File: src/rtl/branch_predictor_if.sv
// rtl/branch_predictor_if.sv - fetch lookup, branch resolution and statistics signals
interface branch_predictor_if;
  logic [15:0] pc;
  logic [15:0] prePC;
  logic        pre_taken;
  logic        ex_valid;
  logic [15:0] ex_pc;
  logic        ex_taken;
  logic [15:0] ex_target;
  logic        ex_pred_taken;
  logic [15:0] ex_pred_target;
  logic        error;
  logic [15:0] newPC;
  logic [15:0] branch_cnt;
  logic [15:0] mispredict_cnt;

  modport master (
    output pc, ex_valid, ex_pc, ex_taken, ex_target, ex_pred_taken, ex_pred_target,
    input  prePC, pre_taken, error, newPC, branch_cnt, mispredict_cnt
  );

  modport slave (
    input  pc, ex_valid, ex_pc, ex_taken, ex_target, ex_pred_taken, ex_pred_target,
    output prePC, pre_taken, error, newPC, branch_cnt, mispredict_cnt
  );
endinterface

File: src/rtl/branch_predictor.sv
// rtl/branch_predictor.sv - direct-mapped BTB with 2-bit counters and mispredict recovery
module branch_predictor #(
  parameter int ENTRIES = 8,
  parameter int PC_STEP = 1
) (
  input  logic               clk,
  input  logic               rst,
  branch_predictor_if.slave  bp
);
  localparam int IDX_W = $clog2(ENTRIES);
  localparam int TAG_W = 16 - IDX_W;
  localparam logic [15:0] STEP = 16'(PC_STEP);

  logic             valid_q  [ENTRIES];
  logic [TAG_W-1:0] tag_q    [ENTRIES];
  logic [15:0]      target_q [ENTRIES];
  logic [1:0]       ctr_q    [ENTRIES];

  logic [IDX_W-1:0] rd_idx, wr_idx;
  logic [TAG_W-1:0] rd_tag, wr_tag;
  logic             rd_hit, wr_hit;
  logic [1:0]       wr_ctr, ctr_next;

  assign rd_idx = bp.pc[IDX_W-1:0];
  assign rd_tag = bp.pc[15:IDX_W];
  assign wr_idx = bp.ex_pc[IDX_W-1:0];
  assign wr_tag = bp.ex_pc[15:IDX_W];

  // Lookup reads the array before any same-cycle update lands
  assign rd_hit        = valid_q[rd_idx] && (tag_q[rd_idx] == rd_tag);
  assign bp.pre_taken  = rd_hit && ctr_q[rd_idx][1];
  assign bp.prePC      = bp.pre_taken ? target_q[rd_idx] : bp.pc + STEP;

  assign bp.error = bp.ex_valid &&
                    ((bp.ex_taken != bp.ex_pred_taken) ||
                     (bp.ex_taken && (bp.ex_target != bp.ex_pred_target)));
  assign bp.newPC = bp.ex_taken ? bp.ex_target : bp.ex_pc + STEP;

  assign wr_hit = valid_q[wr_idx] && (tag_q[wr_idx] == wr_tag);
  assign wr_ctr = ctr_q[wr_idx];

  always_comb begin
    ctr_next = wr_ctr;
    if (bp.ex_taken) begin
      if (wr_ctr != 2'b11) ctr_next = wr_ctr + 2'b01;
    end else begin
      if (wr_ctr != 2'b00) ctr_next = wr_ctr - 2'b01;
    end
  end

  always_ff @(posedge clk or negedge rst) begin
    if (!rst) begin
      for (int i = 0; i < ENTRIES; i++) begin
        valid_q[i]  <= 1'b0;
        tag_q[i]    <= '0;
        target_q[i] <= '0;
        ctr_q[i]    <= 2'b01;
      end
    end else if (bp.ex_valid) begin
      if (wr_hit) begin
        ctr_q[wr_idx] <= ctr_next;
        if (bp.ex_taken) target_q[wr_idx] <= bp.ex_target;
      end else if (bp.ex_taken) begin
        // Taken miss evicts whatever aliased into this slot
        valid_q[wr_idx]  <= 1'b1;
        tag_q[wr_idx]    <= wr_tag;
        target_q[wr_idx] <= bp.ex_target;
        ctr_q[wr_idx]    <= 2'b10;
      end
    end
  end

  logic [15:0] branch_q, mispredict_q;

  always_ff @(posedge clk or negedge rst) begin
    if (!rst) begin
      branch_q     <= '0;
      mispredict_q <= '0;
    end else if (bp.ex_valid) begin
      if (branch_q != 16'hFFFF) branch_q <= branch_q + 16'd1;
      if (bp.error && (mispredict_q != 16'hFFFF)) mispredict_q <= mispredict_q + 16'd1;
    end
  end

  assign bp.branch_cnt     = branch_q;
  assign bp.mispredict_cnt = mispredict_q;
endmodule

File: src/flat_wrapper.sv
// flat-port wrapper written by rule: the top's interface ports become plain ports
module branch_predictor_flat 
#(
  parameter int ENTRIES = 8,
  parameter int PC_STEP = 1
)
  (clk, rst, bp_pc, bp_ex_valid, bp_ex_pc, bp_ex_taken, bp_ex_target, bp_ex_pred_taken, bp_ex_pred_target, bp_prePC, bp_pre_taken, bp_error, bp_newPC, bp_branch_cnt, bp_mispredict_cnt);
  branch_predictor_if bp_i ();
  input  logic clk;
  input  logic rst;
  input wire logic [$bits(bp_i.pc)-1:0] bp_pc;
  input wire logic [$bits(bp_i.ex_valid)-1:0] bp_ex_valid;
  input wire logic [$bits(bp_i.ex_pc)-1:0] bp_ex_pc;
  input wire logic [$bits(bp_i.ex_taken)-1:0] bp_ex_taken;
  input wire logic [$bits(bp_i.ex_target)-1:0] bp_ex_target;
  input wire logic [$bits(bp_i.ex_pred_taken)-1:0] bp_ex_pred_taken;
  input wire logic [$bits(bp_i.ex_pred_target)-1:0] bp_ex_pred_target;
  output wire logic [$bits(bp_i.prePC)-1:0] bp_prePC;
  output wire logic [$bits(bp_i.pre_taken)-1:0] bp_pre_taken;
  output wire logic [$bits(bp_i.error)-1:0] bp_error;
  output wire logic [$bits(bp_i.newPC)-1:0] bp_newPC;
  output wire logic [$bits(bp_i.branch_cnt)-1:0] bp_branch_cnt;
  output wire logic [$bits(bp_i.mispredict_cnt)-1:0] bp_mispredict_cnt;
  assign bp_i.pc = bp_pc;
  assign bp_i.ex_valid = bp_ex_valid;
  assign bp_i.ex_pc = bp_ex_pc;
  assign bp_i.ex_taken = bp_ex_taken;
  assign bp_i.ex_target = bp_ex_target;
  assign bp_i.ex_pred_taken = bp_ex_pred_taken;
  assign bp_i.ex_pred_target = bp_ex_pred_target;
  assign bp_prePC = bp_i.prePC;
  assign bp_pre_taken = bp_i.pre_taken;
  assign bp_error = bp_i.error;
  assign bp_newPC = bp_i.newPC;
  assign bp_branch_cnt = bp_i.branch_cnt;
  assign bp_mispredict_cnt = bp_i.mispredict_cnt;
  branch_predictor #(.ENTRIES(ENTRIES), .PC_STEP(PC_STEP)) u_core (.clk(clk), .rst(rst), .bp(bp_i));
endmodule
File: config.mk
export PLATFORM = sky130hd
export DESIGN_NAME = branch_predictor_flat
export DESIGN_NICKNAME = d
export VERILOG_FILES = /design/src/rtl/branch_predictor_if.sv /design/src/rtl/branch_predictor.sv /design/src/flat_wrapper.sv
export SDC_FILE = /design/constraint.sdc
export NUM_CORES = 1
export LEC_CHECK = 0
export BUFFER_PORTS_ARGS = -buffer_cell sky130_fd_sc_hd__buf_2
export CAP_MARGIN = 20
export CORE_ASPECT_RATIO = 1.25
export CORE_MARGIN = 2
export CORE_UTILIZATION = 40
export DETAILED_ROUTE_END_ITERATION = 8
export SLEW_MARGIN = 20
export SYNTH_ARGS = -nofsm -noshare
export SYNTH_HDL_FRONTEND = slang
export SYNTH_SLANG_ARGS = --single-unit
File: constraint.sdc
create_clock -name clk -period 3.36 [get_ports clk]
set_clock_uncertainty 0.15 [all_clocks]
set_input_delay 0.504 -clock clk [delete_from_list [all_inputs] [get_ports clk]]
set_output_delay 0.504 -clock clk [all_outputs]
set_load 0.05 [all_outputs]
==> Yosys cells after proc, flatten, opt, wreduce, memory -nomap -nowiden <==
Index checks and enable logic that the tools add are counted.
{ "totals": {"reg_bits": 288, "latch_bits": 0, "mem_bits_rw": 0, "rom_bits": 0, "input_bits": 69, "out_inout_bits": 66, "elab_cells": 111, "mem_count": 0} }
{ "op_classes": {"add_sub_neg": 6, "multipliers": 0, "n_div": 0, "order_cmp": 3, "n_eq_ne": 7, "shift": 0, "n_mux": 39, "bitwise_logic": 7, "reduce_logical": 15} }
{ "op_table": {"columns": ["cell", "count"], "rows": [
  ["128-bit bitwise mux", 1],
  ["16-bit two-way mux", 7],
  ["104-bit bitwise mux", 1],
  ["13-bit binary-select mux with 3-bit select", 2],
  ["13-bit two-way mux", 5],
  ["16-bit by 1-bit adder with 16-bit output (second input constant)", 4],
  ["16-bit binary-select mux with 3-bit select", 1],
  ["16-bit demux with 3-bit select", 1],
  ["13-bit demux with 3-bit select", 1],
  ["16-bit inequality test (second input constant)", 2],
  ["13-bit == test", 2],
  ["16-bit bitwise mux", 1],
  ["2-bit two-way mux", 8],
  ["16-bit inequality test", 1],
  ["8-bit OR", 2],
  ["2-bit binary-select mux with 3-bit select", 2],
  ["8-bit bitwise AND", 1],
  ["4-bit greater-or-equal comparator (second input constant)", 2],
  ["3-bit inverter with 4-bit output", 2],
  ["8-bit inverter", 1],
  ["2-bit AND reduction", 4],
  ["1-bit logical AND", 7],
  ["1-bit binary-select mux with 3-bit select", 2],
  ["2-bit demux with 3-bit select", 1],
  ["other kinds (11)", 16]
]} }

==> Longest topological paths before layout <==
{ "logic_depth": {"depth_word": 9, "mapped_depth": 12, "depth_no_buf": 8} }

==> Worst setup path after synthesis <==
No wires, ideal clock.
{ "synth_path": {"kind": "input to output", "start": "input port bp_pc[2]", "end": "output port bp_prePC[3]", "t_arrival_ns": 4.558, "path_slack_ns": -1.852, "path_stages": 9, "path_buffers": 3, "path_cell_list": "buf_2 buf_1 clkbuf_1 mux2i_1 xor2_1 nand4_1 nor4_2 mux2i_1 a211oi_1"} }
{ "synth_between": {"elab_chain_cells": 8, "elab_cells_between_ends": 18} }
{ "synth_rtl": {"columns": ["element", "line", "source"], "rows": [
  ["start: declaration", "flat_wrapper.sv:11", "input wire logic [$bits(bp_i.pc)-1:0] bp_pc;"],
  ["3-bit inverter with 4-bit output (implied by the code) *", "branch_predictor.sv:30, branch_predictor.sv:31", null],
  ["13-bit binary-select mux with 3-bit select", "branch_predictor.sv:30", "assign rd_hit = valid_q[rd_idx] && (tag_q[rd_idx] == rd_tag);"],
  ["13-bit two-way mux (implied by the code) (2 in series)", "branch_predictor.sv:30", null],
  ["13-bit == test", "branch_predictor.sv:30", null],
  ["1-bit logical AND", "branch_predictor.sv:30", null],
  ["1-bit logical AND *", "branch_predictor.sv:31", "assign bp.pre_taken = rd_hit && ctr_q[rd_idx][1];"],
  ["via bp_pre_taken", "flat_wrapper.sv:19", "output wire logic [$bits(bp_i.pre_taken)-1:0] bp_pre_taken;"],
  ["16-bit two-way mux *", "branch_predictor.sv:32", "assign bp.prePC = bp.pre_taken ? target_q[rd_idx] : bp.pc + STEP;"],
  ["end: declaration", "flat_wrapper.sv:18", "output wire logic [$bits(bp_i.prePC)-1:0] bp_prePC;"]
]} }
The timed path passes the listed nets; every way through them passes the cells marked *. The select of a mux whose other input is x is not followed.

==> Worst setup path after layout <==
{ "layout_path": {"start": "register u_core.tag_q[44] (netlist name)", "end": "output port bp_prePC[3]"} }
{ "layout_between": {"elab_chain_cells": 7} }
{ "layout_rtl": {"columns": ["element", "line", "source"], "rows": [
  ["start: declaration", "branch_predictor.sv:15", "logic [TAG_W-1:0] tag_q [ENTRIES];"],
  ["start signal: indexed assignment", "branch_predictor.sv:66", "tag_q[wr_idx] <= wr_tag;"],
  ["13-bit binary-select mux with 3-bit select", "branch_predictor.sv:30", null],
  ["13-bit two-way mux (implied by the code) (2 in series)", "branch_predictor.sv:30", null],
  ["13-bit == test", "branch_predictor.sv:30", null],
  ["1-bit logical AND", "branch_predictor.sv:30", null],
  ["1-bit logical AND", "branch_predictor.sv:31", null],
  ["16-bit two-way mux", "branch_predictor.sv:32", null]
]} }
No other way between the ends. The select of a mux whose other input is x is not followed.

==> impl_metrics.py <==
metrics = {
    "floorplanning": {
        "core_um2": 37900,
        "die-width_um": 179,
        "num_io_pins": 135,
        "die_h_um": 223,
        "dieArea_um2": 39800,
        "start_util_pct": 40.3,
        "rows": 80,
    },
    "clocking": {
        "cts.htree.levels": 1,
        "path_clk_slew_ps": 60,
        "cts-root-buf": "clkbuf_16",
        "cts_tree": "done",
        "clk_latency_ps": 590,
        "clock-sinks": 288,
        "cts_inserted_buffers": 31,
        "clockBufferDepth": 3,
    },
    "setup_path": {
        "crit_path_cell_trace": "mux4_2, mux2i_1, xor2_1, nand4_1, nor4_4, buf_6, buf_12, mux2i_2, a211oi_4, buf_6",
        "slowest_delay_ps": 470,
        "critPathTopFamily": "multiplexers",
        "worstPathArrival_ps": 3220,
        "reg2regPathDepth": 10,
        "crit_type": "flip-flop to primary output",
        "r2r_start": "u_core.tag_q[11]$_DFFE_PN0P_",
        "crit_top_cell": "buf_6",
        "path_buf_inv": 3,
        "cp.required_ps": 2710,
        "startpoint_type": "flip-flop",
        "end_kind": "primary output",
        "slowest_stage": "mux4_2",
        "cp_num_cells": 10,
        "critPathLaunch": "u_core.tag_q[44]$_DFFE_PN0P_",
        "cp_max_fo": 5,
    },
    "layout": {
        "drive_above_1_share_pct": 44.2,
        "multi_input_area_um2": 7880,
        "regArea_um2": 7220,
        "layout.nets": 1435,
        "final_area_um2": 18900,
        "fillers": 3289,
        "n_antenna_cell": 0,
        "syn2layout_area_growth_pct": 23.6,
    },
    "power_and_ir_drop": {
        "irDropWorstVdd_uv": 422,
        "p_per_area_nw_per_um2": 581,
        "p_leak_nw": 8.21,
    },
    "worst_hold_path": {
        "min-delay-start": "bp_ex_pc[11]",
        "min_path_type": "input port to flip-flop",
        "whs_path_depth": 2,
    },
    "routing": {
        "drtIter0Drc": 626,
        "detail-route-antenna-nets": 0,
        "vias_per_cell": 5.54,
        "drtPass1Iterations": 5,
        "routedWlPerCell_um": 22.9,
        "routed_wl_mm": 43.0,
        "route.detailed.drc": 0,
        "num_vias": 10400,
    },
    "placed_design": {
        "globalplace.congestion": 0.819,
        "dp_hpwl_mm": 30.7,
        "place_area_um2": 17600,
        "port_buffers": 134,
    },
    "outcome": {
        "status": "complete, but fails checks",
        "violations": "negative setup slack",
    },
    "global_route": {
        "grt_max_degree": 84,
        "grt_pass1_vias": 10800,
        "antenna_found_initial": 0,
        "track_usage_pct": 22.1,
        "overflow": 0,
        "grt_pass1_wl_mm": 66.5,
    },
    "timing": {
        "slew_violations": 0,
        "hold_viol": 0,
        "fmax_ghz": 0.258,
        "fin_setup_tns_ps": -7720,
        "fin_ws_ps": -511,
        "max_slew.worst_pin.slew_ps": 884,
        "max_slew_margin_pct": 40.5,
        "finalCritPeriodShare_pct": 115,
        "rsz0062_at_grt": "yes",
        "period_needed_ps": 3870,
        "setup_viol": 17,
    },
    "logic_synthesis": {
        "synth_edf_count": 0,
        "netlist_area_um2": 15300,
        "yosysWarnings": 0,
        "syn-num-nets": 1240,
        "synth_cells": 1167,
        "netlist-cell-type-count": 54,
        "ys.flop_type": "dfrtp_1",
        "avgSynthCellArea_um2": 13.1,
        "yosysSeqAreaShare_pct": 47.2,
        "synth-seq-cells": 288,
        "synth-async-reset-ratio_pct": 100,
    },
    "flow_run": {
        "maxCapViolCount": 0,
    },
}
## worst reg2reg max path, stage by stage, from the launching register on
cell	delay (ps)
dfrtp_1	380
buf_4	140
mux4_2	450
mux2i_1	180
xnor2_1	120
nor4_1	370
nand4_2	150
buf_4	210
nand2_2	100
buf_12	180
mux2_2	360
## through the flow
stage               power, mW  std cells  hold slack, ps  setup slack (ps)  utilization [%]
detailed placement       7.52       1815             331              -512             46.4
floorplan                6.63       1167            58.4              -560                -
finish                   11.0       1878             112              -511             49.8
global route             11.5       1878             112              -639             49.8
CTS                      11.1       1878            95.2              -523             49.8
global placement         7.43       1815             319              -457             46.4
## logic make-up (layout without fill, tap and decap cells)
family / Yosys count / count (layout) / share of synthesized area (%)
AO/OA/AOI/OAI: 76 / 76 / 3.18
XOR/XNOR: 96 / 96 / 5.49
adder cells (fa/ha/maj): 6 / 6 / 0.458
buffers and inverters: 109 / 328 / 3.21
flip-flops: 288 / 288 / 47.2
multiplexers: 371 / 371 / 33.1
AND/OR/NAND/NOR: 221 / 221 / 7.34
## sequential cells by signal, indices dropped and copies added, names as in the netlist
name and flops:
u_core.valid_q 8, u_core.bp.mispredict_cnt 16, u_core.ctr_q 16, u_core.tag_q 104, u_core.target_q 128, u_core.bp.branch_cnt 16
## placed cells by master, fill, tap and decap left out, types with 18 or more instances in the layout
master | netlist | routed
buf_12 | 0 | 27
buf_2 | 21 | 114
buf_4 | 5 | 86
buf_6 | 5 | 18
clkbuf_16 | 0 | 31
dfrtp_1 | 280 | 280
mux2_1 | 63 | 63
mux2_2 | 173 | 173
mux2i_1 | 50 | 43
mux4_2 | 85 | 85
nand2_1 | 63 | 63
nand3_1 | 37 | 37
nor2_1 | 39 | 28
o21ai_0 | 32 | 18
xnor2_1 | 67 | 67
xor2_1 | 29 | 28
## report_power, final
| group | leakage [nW] | internal, mW | total, mW | switching [mW] |
|---|---|---|---|---|
| Sequential | 3.50 | 4.22 | 4.73 | 0.514 |
| Clock | 0.507 | 2.05 | 3.51 | 1.45 |
| Combinational | 4.20 | 1.39 | 2.75 | 1.36 |
| Total | 8.21 | 7.66 | 11.0 | 3.33 |
## final cells by class
cell class / count / share of cell area [%]
multi-input combinational: 770 / 41.7
sequential: 288 / 38.2
timing repair buffer: 252 / 11.0
clock buffer: 45 / 4.64
tap: 492 / 3.26
clock inverter: 12 / 0.854
inverter: 19 / 0.377
## final timing paths
kind / slack, ps / end
max: -510 / bp_prePC[3]
min reg2reg: 330 / u_core.bp.mispredict_cnt[9]$_DFFE_PN0P_
min: 110 / u_core.tag_q[73]$_DFFE_PN0P_
min in group asynchronous: 320 / u_core.tag_q[42]$_DFFE_PN0P_
max in group asynchronous: 1730 / u_core.target_q[121]$_DFFE_PN0P_
max reg2reg: 430 / u_core.tag_q[67]$_DFFE_PN0P_
## metal layers
layer	up-vias	track usage (%)	wire length [um]
li1	4645	-	-
met1	5445	29.9	18400
met2	247	36.7	21200
met3	73	3.29	2120
met4	0	6.87	1300
met5	-	0	0
## synth_stat cells (3+ instances only)
master / count / area [um^2]
a31oi_1: 5 / 31.3
nand3_1: 37 / 185
mux2_1: 63 / 709
ha_1: 4 / 50.1
o21ai_0: 32 / 160
dfrtp_1: 280 / 7010
nor3_1: 8 / 40.0
clkbuf_1: 50 / 188
buf_1: 9 / 33.8
a22oi_1: 10 / 75.1
buf_2: 21 / 105
dfstp_2: 8 / 210
xor2_1: 29 / 254
mux4_2: 85 / 1910
a32o_1: 7 / 70.1
nand2_2: 3 / 18.8
xnor2_1: 67 / 587
nand2_1: 63 / 236
nor2b_1: 4 / 25.0
a21oi_1: 11 / 55.1
inv_1: 17 / 63.8
buf_6: 5 / 56.3
nor2_1: 39 / 146
mux2i_1: 50 / 500
nand3_2: 4 / 40.0
nand4_1: 16 / 100
nor4_1: 8 / 50.1
mux2_2: 173 / 1950
nand2b_1: 12 / 75.1
and3_1: 12 / 75.1
buf_4: 5 / 37.5
## timing repair
item | CTS | global route
endpoints found under the hold margin | 78 | 0
cloned | 2 | 0
hold buffers | 1 | 0
setup buffers | 3 | 1
endpoints found under the setup margin | 17 | 17
pin swaps | 6 | 1
resized for setup | 46 | 5
Note: power is estimated with default switching activity, not from simulation.
